$ cat src/rtl/rename_rat.sv
// rename_rat: rename stage. It keeps the speculative RAT, takes dst tags from the free list
// in the same cycle and bypasses within a group. Optional feature macro: RENAME_FLUSH_EN.
module rename_rat #(
    parameter int ARCH_REGS = 32,
    parameter int PHYS_REGS = 64,
    parameter int MAX_IO    = 3,
    parameter int ZERO_REG  = 31,
    localparam int AR_BITS  = $clog2(ARCH_REGS),
    localparam int PR_BITS  = $clog2(PHYS_REGS)
) (
    input  logic                              clk,
    input  logic                              rst,
`ifdef RENAME_FLUSH_EN
    input  logic                              flush,
    input  logic [MAX_IO-1:0]                 commit_en,
    input  logic [MAX_IO-1:0][AR_BITS-1:0]    commit_dst_arch,
    input  logic [MAX_IO-1:0][PR_BITS-1:0]    commit_dst_phys,
`endif
    input  logic                              in_valid,
    output logic                              in_ready,
    input  logic [MAX_IO-1:0]                 in_slot_valid,
    input  logic [MAX_IO-1:0]                 in_dst_en,
    input  logic [MAX_IO-1:0][AR_BITS-1:0]    in_dst_arch,
    input  logic [MAX_IO-1:0][AR_BITS-1:0]    in_src1_arch,
    input  logic [MAX_IO-1:0][AR_BITS-1:0]    in_src2_arch,
    output logic [MAX_IO-1:0]                 fl_get_en,
    input  logic [MAX_IO-1:0][PR_BITS-1:0]    fl_tag,
    input  logic [PR_BITS:0]                  fl_len,
    output logic                              out_valid,
    input  logic                              out_ready,
    output logic [MAX_IO-1:0]                 out_slot_valid,
    output logic [MAX_IO-1:0]                 out_dst_en,
    output logic [MAX_IO-1:0][PR_BITS-1:0]    out_dst_phys,
    output logic [MAX_IO-1:0][PR_BITS-1:0]    out_old_phys,
    output logic [MAX_IO-1:0][PR_BITS-1:0]    out_src1_phys,
    output logic [MAX_IO-1:0][PR_BITS-1:0]    out_src2_phys
);
    localparam logic [AR_BITS-1:0] ZR = AR_BITS'(ZERO_REG);
    localparam int KW = $clog2(MAX_IO + 1);

    typedef struct packed {
        logic               vld;
        logic               dst_en;
        logic [PR_BITS-1:0] dst;
        logic [PR_BITS-1:0] old;
        logic [PR_BITS-1:0] src1;
        logic [PR_BITS-1:0] src2;
    } slot_t;

    logic [MAX_IO-1:0]                  need;
    logic [PR_BITS:0]                   n_need;
    logic                               accept;
    logic                               flush_w;
    logic [KW-1:0]                      k;
    logic [MAX_IO-1:0][PR_BITS-1:0]     new_tag;
    logic [MAX_IO-1:0][PR_BITS-1:0]     src1_m, src2_m, old_m;
    slot_t [MAX_IO-1:0]                 slot_d, slot_q;
    logic                               out_valid_q;
    logic [ARCH_REGS-1:0][PR_BITS-1:0]  rat_d, rat_q;

`ifdef RENAME_FLUSH_EN
    logic [ARCH_REGS-1:0][PR_BITS-1:0]  ret_d, ret_q;

    assign flush_w = flush;

    // Commits apply in slot order so the highest slot wins on a shared arch reg.
    always_comb begin
        ret_d = ret_q;
        for (int i = 0; i < MAX_IO; i++) begin
            if (commit_en[i]) ret_d[commit_dst_arch[i]] = commit_dst_phys[i];
        end
    end

    always_ff @(posedge clk) begin
        if (!rst) begin
            for (int i = 0; i < ARCH_REGS; i++) ret_q[i] <= PR_BITS'(i);
        end else begin
            ret_q <= ret_d;
        end
    end
`else
    assign flush_w = 1'b0;
`endif

    always_comb begin
        n_need = '0;
        for (int i = 0; i < MAX_IO; i++) begin
            need[i] = in_slot_valid[i] && in_dst_en[i] && (in_dst_arch[i] != ZR);
            n_need  = n_need + {{PR_BITS{1'b0}}, need[i]};
        end
    end

    assign in_ready  = rst && !flush_w && (!out_valid_q || out_ready) && (n_need <= fl_len);
    assign accept    = in_valid && in_ready;
    assign fl_get_en = accept ? need : '0;

    // Free-list tags are compacted, so slot i uses the tag at its prefix count of needs.
    always_comb begin
        k = '0;
        for (int i = 0; i < MAX_IO; i++) begin
            new_tag[i] = fl_tag[k];
            if (need[i]) k = k + 1'b1;
        end
    end

    always_comb begin
        for (int i = 0; i < MAX_IO; i++) begin
            src1_m[i] = rat_q[in_src1_arch[i]];
            src2_m[i] = rat_q[in_src2_arch[i]];
            old_m[i]  = rat_q[in_dst_arch[i]];
            for (int j = 0; j < i; j++) begin
                if (need[j] && in_dst_arch[j] == in_src1_arch[i]) src1_m[i] = new_tag[j];
                if (need[j] && in_dst_arch[j] == in_src2_arch[i]) src2_m[i] = new_tag[j];
                if (need[j] && in_dst_arch[j] == in_dst_arch[i])  old_m[i]  = new_tag[j];
            end
        end
    end

    always_comb begin
        for (int i = 0; i < MAX_IO; i++) begin
            slot_d[i] = '0;
            if (in_slot_valid[i]) begin
                slot_d[i].vld    = 1'b1;
                slot_d[i].dst_en = need[i];
                slot_d[i].src1   = src1_m[i];
                slot_d[i].src2   = src2_m[i];
                if (need[i]) begin
                    slot_d[i].dst = new_tag[i];
                    slot_d[i].old = old_m[i];
                end
            end
        end
    end

    // Youngest writer in the group wins because later slots overwrite earlier ones.
    always_comb begin
        rat_d = rat_q;
        if (accept) begin
            for (int i = 0; i < MAX_IO; i++) begin
                if (need[i]) rat_d[in_dst_arch[i]] = new_tag[i];
            end
        end
`ifdef RENAME_FLUSH_EN
        if (flush) rat_d = ret_d;
`endif
    end

    always_ff @(posedge clk) begin
        if (!rst) begin
            for (int i = 0; i < ARCH_REGS; i++) rat_q[i] <= PR_BITS'(i);
            out_valid_q <= 1'b0;
            slot_q      <= '0;
        end else begin
            rat_q <= rat_d;
            if (flush_w) begin
                out_valid_q <= 1'b0;
            end else if (accept) begin
                out_valid_q <= 1'b1;
                slot_q      <= slot_d;
            end else if (out_ready) begin
                out_valid_q <= 1'b0;
            end
        end
    end

    assign out_valid = out_valid_q;

    for (genvar g = 0; g < MAX_IO; g++) begin : g_out
        assign out_slot_valid[g] = slot_q[g].vld;
        assign out_dst_en[g]     = slot_q[g].dst_en;
        assign out_dst_phys[g]   = slot_q[g].dst;
        assign out_old_phys[g]   = slot_q[g].old;
        assign out_src1_phys[g]  = slot_q[g].src1;
        assign out_src2_phys[g]  = slot_q[g].src2;
    end

endmodule

$ cat config.mk
export PLATFORM = sky130hd
export DESIGN_NAME = rename_rat
export DESIGN_NICKNAME = d
export VERILOG_FILES = /design/src/rtl/rename_rat.sv
export SDC_FILE = /design/constraint.sdc
export NUM_CORES = 2
export LEC_CHECK = 0
export ABC_CLOCK_PERIOD_IN_PS = 3300
export BUFFER_PORTS_ARGS = -buffer_cell sky130_fd_sc_hd__clkbuf_2
export CAP_MARGIN = 5
export CORE_MARGIN = 3
export CORE_UTILIZATION = 50
export CTS_BUF_LIST = sky130_fd_sc_hd__clkbuf_2 sky130_fd_sc_hd__clkbuf_4 sky130_fd_sc_hd__clkbuf_8
export CTS_CLUSTER_DIAMETER = 40
export DETAILED_ROUTE_END_ITERATION = 6
export HOLD_SLACK_MARGIN = 0.12
export PLACE_DENSITY = 0.7
export SYNTH_ARGS = -nofsm -noshare
export SYNTH_HDL_FRONTEND = slang
export SYNTH_SLANG_ARGS = --single-unit
$ cat constraint.sdc
create_clock -name clk -period 3.3 [get_ports clk]
set_input_delay 0.495 -clock clk [delete_from_list [all_inputs] [get_ports clk]]
set_output_delay 0.495 -clock clk [all_outputs]
set_load 0.02 [all_outputs]
# [Yosys cells after proc, flatten, opt, wreduce, memory -nomap -nowiden]
# Cells that the tools add are included.
[classes] add_sub_neg=3 order_cmp=15 eq_ne=12 n_mux=56 reduce_logical=24
[op_table] operator="$mux W192" count=5
[op_table] operator="$bwmux W192" count=3
[op_table] operator="$bmux W6 S5" count=9
[op_table] operator="$mux W6" count=23
[op_table] operator="$demux W6 S5" count=3
[op_table] operator="$mux W26" count=3
[op_table] operator="$lt A5 B6 Y1 const B" count=9
[op_table] operator="$eq A5 B5 Y1" count=9
[op_table] operator="$mux W12" count=3
[op_table] operator="$bmux W6 S2" count=2
[op_table] operator="$logic_and A1 B1 Y1" count=21
[op_table] operator="$ge A5 B1 Y1 const B" count=3
[op_table] operator="$ne A5 B5 Y1 const B" count=3
[op_table] operator="$le A3 B7 Y1" count=1
[op_table] operator="$lt A2 B3 Y1 const B" count=2
[op_table] operator="$add A2 B1 Y3" count=1
[op_table] operator="$mux W1" count=3
[op_table] operator="$mux W3" count=1
[op_table] operator="$add A1 B1 Y2" count=1
[op_table] operator="$add A2 B1 Y2 const B" count=1
[op_table] operator="$mux W2" count=1
[op_table] operator="$reduce_bool A2 Y1" count=1
[op_table] operator="$logic_not A1 Y1" count=1
[op_table] operator="$logic_or A1 B1 Y1" count=1
[totals] register_bits=271 input_bits=80 out_inout_bits=83 elab_cells=161

# [Depth between registers and ports, before layout]
[depth] ltp_word=13 depth_mapped=18 mapped_depth_nobuf=12

# [Worst setup path after synthesis]
# Ideal clock, no wire load.
[synth_timing] kind="in2out" startpoint="input in_dst_arch[10] in the netlist's numbering" endpoint="output fl_get_en[0]" t_arrival_ns=3.123 t_required_ns=2.805 path_slack_ns=-0.318 path_stages=14 path_buffers=4 cell_sequence="buf_2 > buf_2 > nand2_1 > o21ai_1 > xnor2_1 > ha_1 > o21bai_1 > ha_1 > a211oi_4 > a21oi_2 > buf_6 > buf_2 > nand2_1 > inv_1"
[synth_between] elab_chain_len=7
[synth_lines] item="start: declaration" line_no="23" source="input logic [MAX_IO-1:0][AR_BITS-1:0] in_dst_arch,"
[synth_lines] item="$ne A5 B5 Y1" line_no="88" source="need[i] = in_slot_valid[i] && in_dst_en[i] && (in_dst_arch[i] != ZR);"
[synth_lines] item="$logic_and A1 B1 Y1" line_no="88"
[synth_lines] item="$add A2 B1 Y3" line_no="89" source="n_need = n_need + {{PR_BITS{1'b0}}, need[i]};"
[synth_lines] item="$le A3 B7 Y1" line_no="93" source="assign in_ready = rst && !flush_w && (!out_valid_q || out_ready) && (n_need <= fl_len);"
[synth_lines] item="$logic_and A1 B1 Y1" line_no="93"
[synth_lines] item="$logic_and A1 B1 Y1" line_no="94" source="assign accept = in_valid && in_ready;"
[synth_lines] item="$mux W3" line_no="95" source="assign fl_get_en = accept ? need : '0;"
[synth_lines] item="end: declaration" line_no="26" source="output logic [MAX_IO-1:0] fl_get_en,"
# No other way between the ends.

# [Final worst setup path]
[layout_timing] startpoint="input in_dst_arch[9] in the netlist's numbering" endpoint="output fl_get_en[1]"
[layout_between] elab_chain_len=8
[layout_lines] item="$ne A5 B5 Y1 *" line_no="88"
[layout_lines] item="$logic_and A1 B1 Y1 *" line_no="88"
[layout_lines] item="$add A1 B1 Y2" line_no="89"
[layout_lines] item="$add A2 B1 Y3" line_no="89"
[layout_lines] item="$le A3 B7 Y1" line_no="93"
[layout_lines] item="$logic_and A1 B1 Y1" line_no="93"
[layout_lines] item="$logic_and A1 B1 Y1" line_no="94"
[layout_lines] item="$mux W3 *" line_no="95"
# Mark *: on every way between the ends. The rest lies on a longest branch, timed or not.

==> results.md <==
- Outcome: finished, violations left
- Failing checks: design-rule violations
- Setup CP Type: input pin to output pin
- Layout Area Growth over Synthesis: 11.74%
- H-Tree Depth: 3
- Synth Area in Adders: 0.001575
- VDD IR max: 0.3107 mV
- Final min period: between 3 and 4 ns
- Setup ws final: 0.05613 ns
- DR vias: 34774
- Placer Congestion: 1.089
- Dpl cell area: 34020 um^2
- Sequential area share after synthesis: 0.1707
- Post-Synth XOR/XNOR Area: 0.01268
- Crit path arrival time: 2.75 ns
- Leading area contributor after synthesis: mux4_2
- Cts hold-fix bufs: 0
- Vias in the first global route: ~32000
- Period utilization: 0.9830
- Initial Util: 0.5103
- Synthesis Warnings: 0
- Horiz. Die Dim: 258.1 um
- Predominant post-synthesis flop cell: dfxtp_1
- Synth top area share: 0.3302
- GR Util All Layers: 0.5132
- Worst Clk Skew: 0.06516 ns
- Unrepaired setup endpoints after global routing: false
- Clock sink count: approximately 270
- Worst slew pin tran: 1.203 ns
- Static Leak: 11.90 nW
- Maximum clock path buffer count: 3
- Fin area: about 36000 um^2
- Mux contribution to synthesized area: 0.3865
- IO Port Bufs: 162
- Simple-gate share of the synthesized area: 0.09575
- Worst path slowest cell: a211oi_4
- I/O pin total: 163
- Hold Vio Cnt, Final: 0
- Die H: about 260 um
- DR vias/cell: about 8.4
- Avg Cell Area, Syn: 9.621 um^2
- Routed length per instance: 42.56 um
- Clock-pin slew on the worst setup and hold paths: approximately 0.060 ns
- Share of synthesized registers carrying an async set or reset: 0
- Initial antenna violation count: 12
- Final slew viol count: 0
- Final nets: 3300
- Worst-skew pair later-pin latency: 0.69 ns
- Crit path launch type: input pin
- Post-synthesis compound-gate area fraction: 0.2423
- DIE AREA: 66620 um^2
- Crit end category: output pin
- 1st-iter DRT viols: 6481
- Crit Path Max Fanout: 5
- Syn Inst Count: 3303
- Power, Total: 0.01254 W
- Crit path buffers/inverters: 4
- Final wirelength: 175.3 mm
- DRC viols: 2
- Global route overflow: 0
- Seq cells post-synth: 271
- CTS buffer count: 67
- Hold WC Path Type: input pin to flop
- CTS tree: yes
- DRT Pass-1 Iters: 7
- Crit-path cells: clkbuf_2 -> and3_1 -> a31o_2 -> inv_2 -> ha_2 -> o21bai_1 -> ha_1 -> a21o_4 -> buf_4 -> a211oi_4 -> buf_6
- Fmax: 308.3 MHz
- Worst hold margin: between 0.15 and 0.2 ns
- Mapped Nets: 3387
- Antenna viol nets, final: 0
- Worst path max stage delay: 0.34 ns
- Worst EP required: between 2 and 3 ns
- Count leader, synth: mux4_2
- Layout cells sized above 1: 0.3467
- Dpl hpwl: 121.9 mm
- Setup slack at placement: -0.03702 ns
- Cell family with most CP delay: compound AO/OA/AOI/OAI gates
- Worst slew margin: 0.1905
- Core Area: 62280 um^2
- Root Buffer: clkbuf_8
- Post-Synthesis Cell Area: 31780 um^2
- Top post-synthesis cells by count: mux4_2 (466), clkbuf_1 (413), dfxtp_1 (271)
- Distinct cells, synth: 83
- Number of flops mapped to enable cells by yosys: 0
- Largest family of logic cells by synthesized area: multiplexers
- PwrDens: 353.0 nW/um^2
- Largest net degree at the start of global routing: 93
- Top post-synthesis cells by area: mux4_2 (33%), dfxtp_1 (17%), mux2i_1 (5.4%)
- Global-route wire length before repair: 245.0 mm
- Setup violators final: 0
- Max-cap violation count: 0
- Final Util: 0.5702
- Rows: 91
==> stage by stage <==
stage	setup TNS, ns	std cells
4_1_cts	0	4101
2_1_floorplan	-0.01303	3303
6_report	0	4118
3_3_place_gp	-0.009951	3983
5_1_grt	0	4108
3_5_place_dp	-0.1450	3983
==> cell usage in the layout (no fill, tap or decap), drive strengths merged, types with 16 or more instances in the layout <==
| master | count |
|---|---|
| buf | 327 |
| xor2 | 21 |
| nand3 | 53 |
| nand2 | 102 |
| nor2 | 164 |
| xnor2 | 25 |
| a221oi | 28 |
| o21ai | 279 |
| diode | 16 |
| clkinv | 16 |
| o311ai | 116 |
| clkbuf | 240 |
| a21oi | 142 |
| o211ai | 145 |
| a211oi | 134 |
| nor3 | 126 |
| mux2i | 173 |
| o32a | 19 |
| dfxtp | 271 |
| a22oi | 41 |
| mux4 | 466 |
| nand4 | 24 |
| inv | 21 |
| o221a | 50 |
| o21a | 55 |
==> repair_timing <==
action	CTS	global route
hold endpoints to repair	0	0
setup buffers	0	1
pin swaps	0	2
setup endpoints to repair	1	2
resized for setup	1	5
==> flip-flops by register name, summed over array words and instances, names as in the netlist <==
name and flops:
out_dst_en 3, out_src1_phys 18, rat_q 192, out_src2_phys 18, out_dst_phys 18, out_slot_valid 3
out_valid 1, out_old_phys 18
==> worst min-delay path, stage by stage <==
cell and delay, ns:
clkbuf_2 0.07, nand2b_1 0.15, a21oi_1 0.08
==> power by group <==
part | switching [W] | total, W | internal (W)
sequential | 0.000520 | 0.00394 | 0.00342
combinational | 0.00241 | 0.00408 | 0.00167
clock | 0.00195 | 0.00451 | 0.00256
==> metal layers <==
metal,up-vias,track usage,wire length (um)
li1,13165,-,-
met1,16829,0.5996,56630
met2,3793,0.7224,70930
met3,973,0.2489,30150
met4,14,0.3904,17420
met5,-,0.008772,142
==> area by class of cell <==
cell class	instances	area, um^2
antenna	16	40.04
clock buffer	91	1171
clock inverter	27	250.2
fill	5358	26770
inverter	19	76.32
multi-input combinational	2381	23680
sequential	271	5425
tap	837	1047
timing repair buffer	476	3825
==> worst paths after layout <==
check | to | cells after the start | slack (ns) | startpoint
worst max-delay path | fl_get_en[1] | 11 | 0.06 | in_dst_arch[9]
worst min-delay path | out_valid$_SDFFE_PN0P_ | 3 | 0.16 | out_ready
worst max register to register | out_src2_phys[10]$_SDFFE_PN0P_ | 4 | 0.59 | rat_q[64]$_SDFFE_PN0P_
worst min register to register | out_dst_phys[13]$_SDFFE_PN0P_ | 2 | 0.45 | out_dst_phys[13]$_SDFFE_PN0P_
==> logic make-up after synthesis <==
logic type               count (synthesis)
buffers and inverters                  651
flip-flops                             271
XOR/XNOR                                46
AO/OA/AOI/OAI                         1085
multiplexers                           644
adder cells (fa/ha/maj)                  4
AND/OR/NAND/NOR                        602
(Power assumes the default switching activity.)
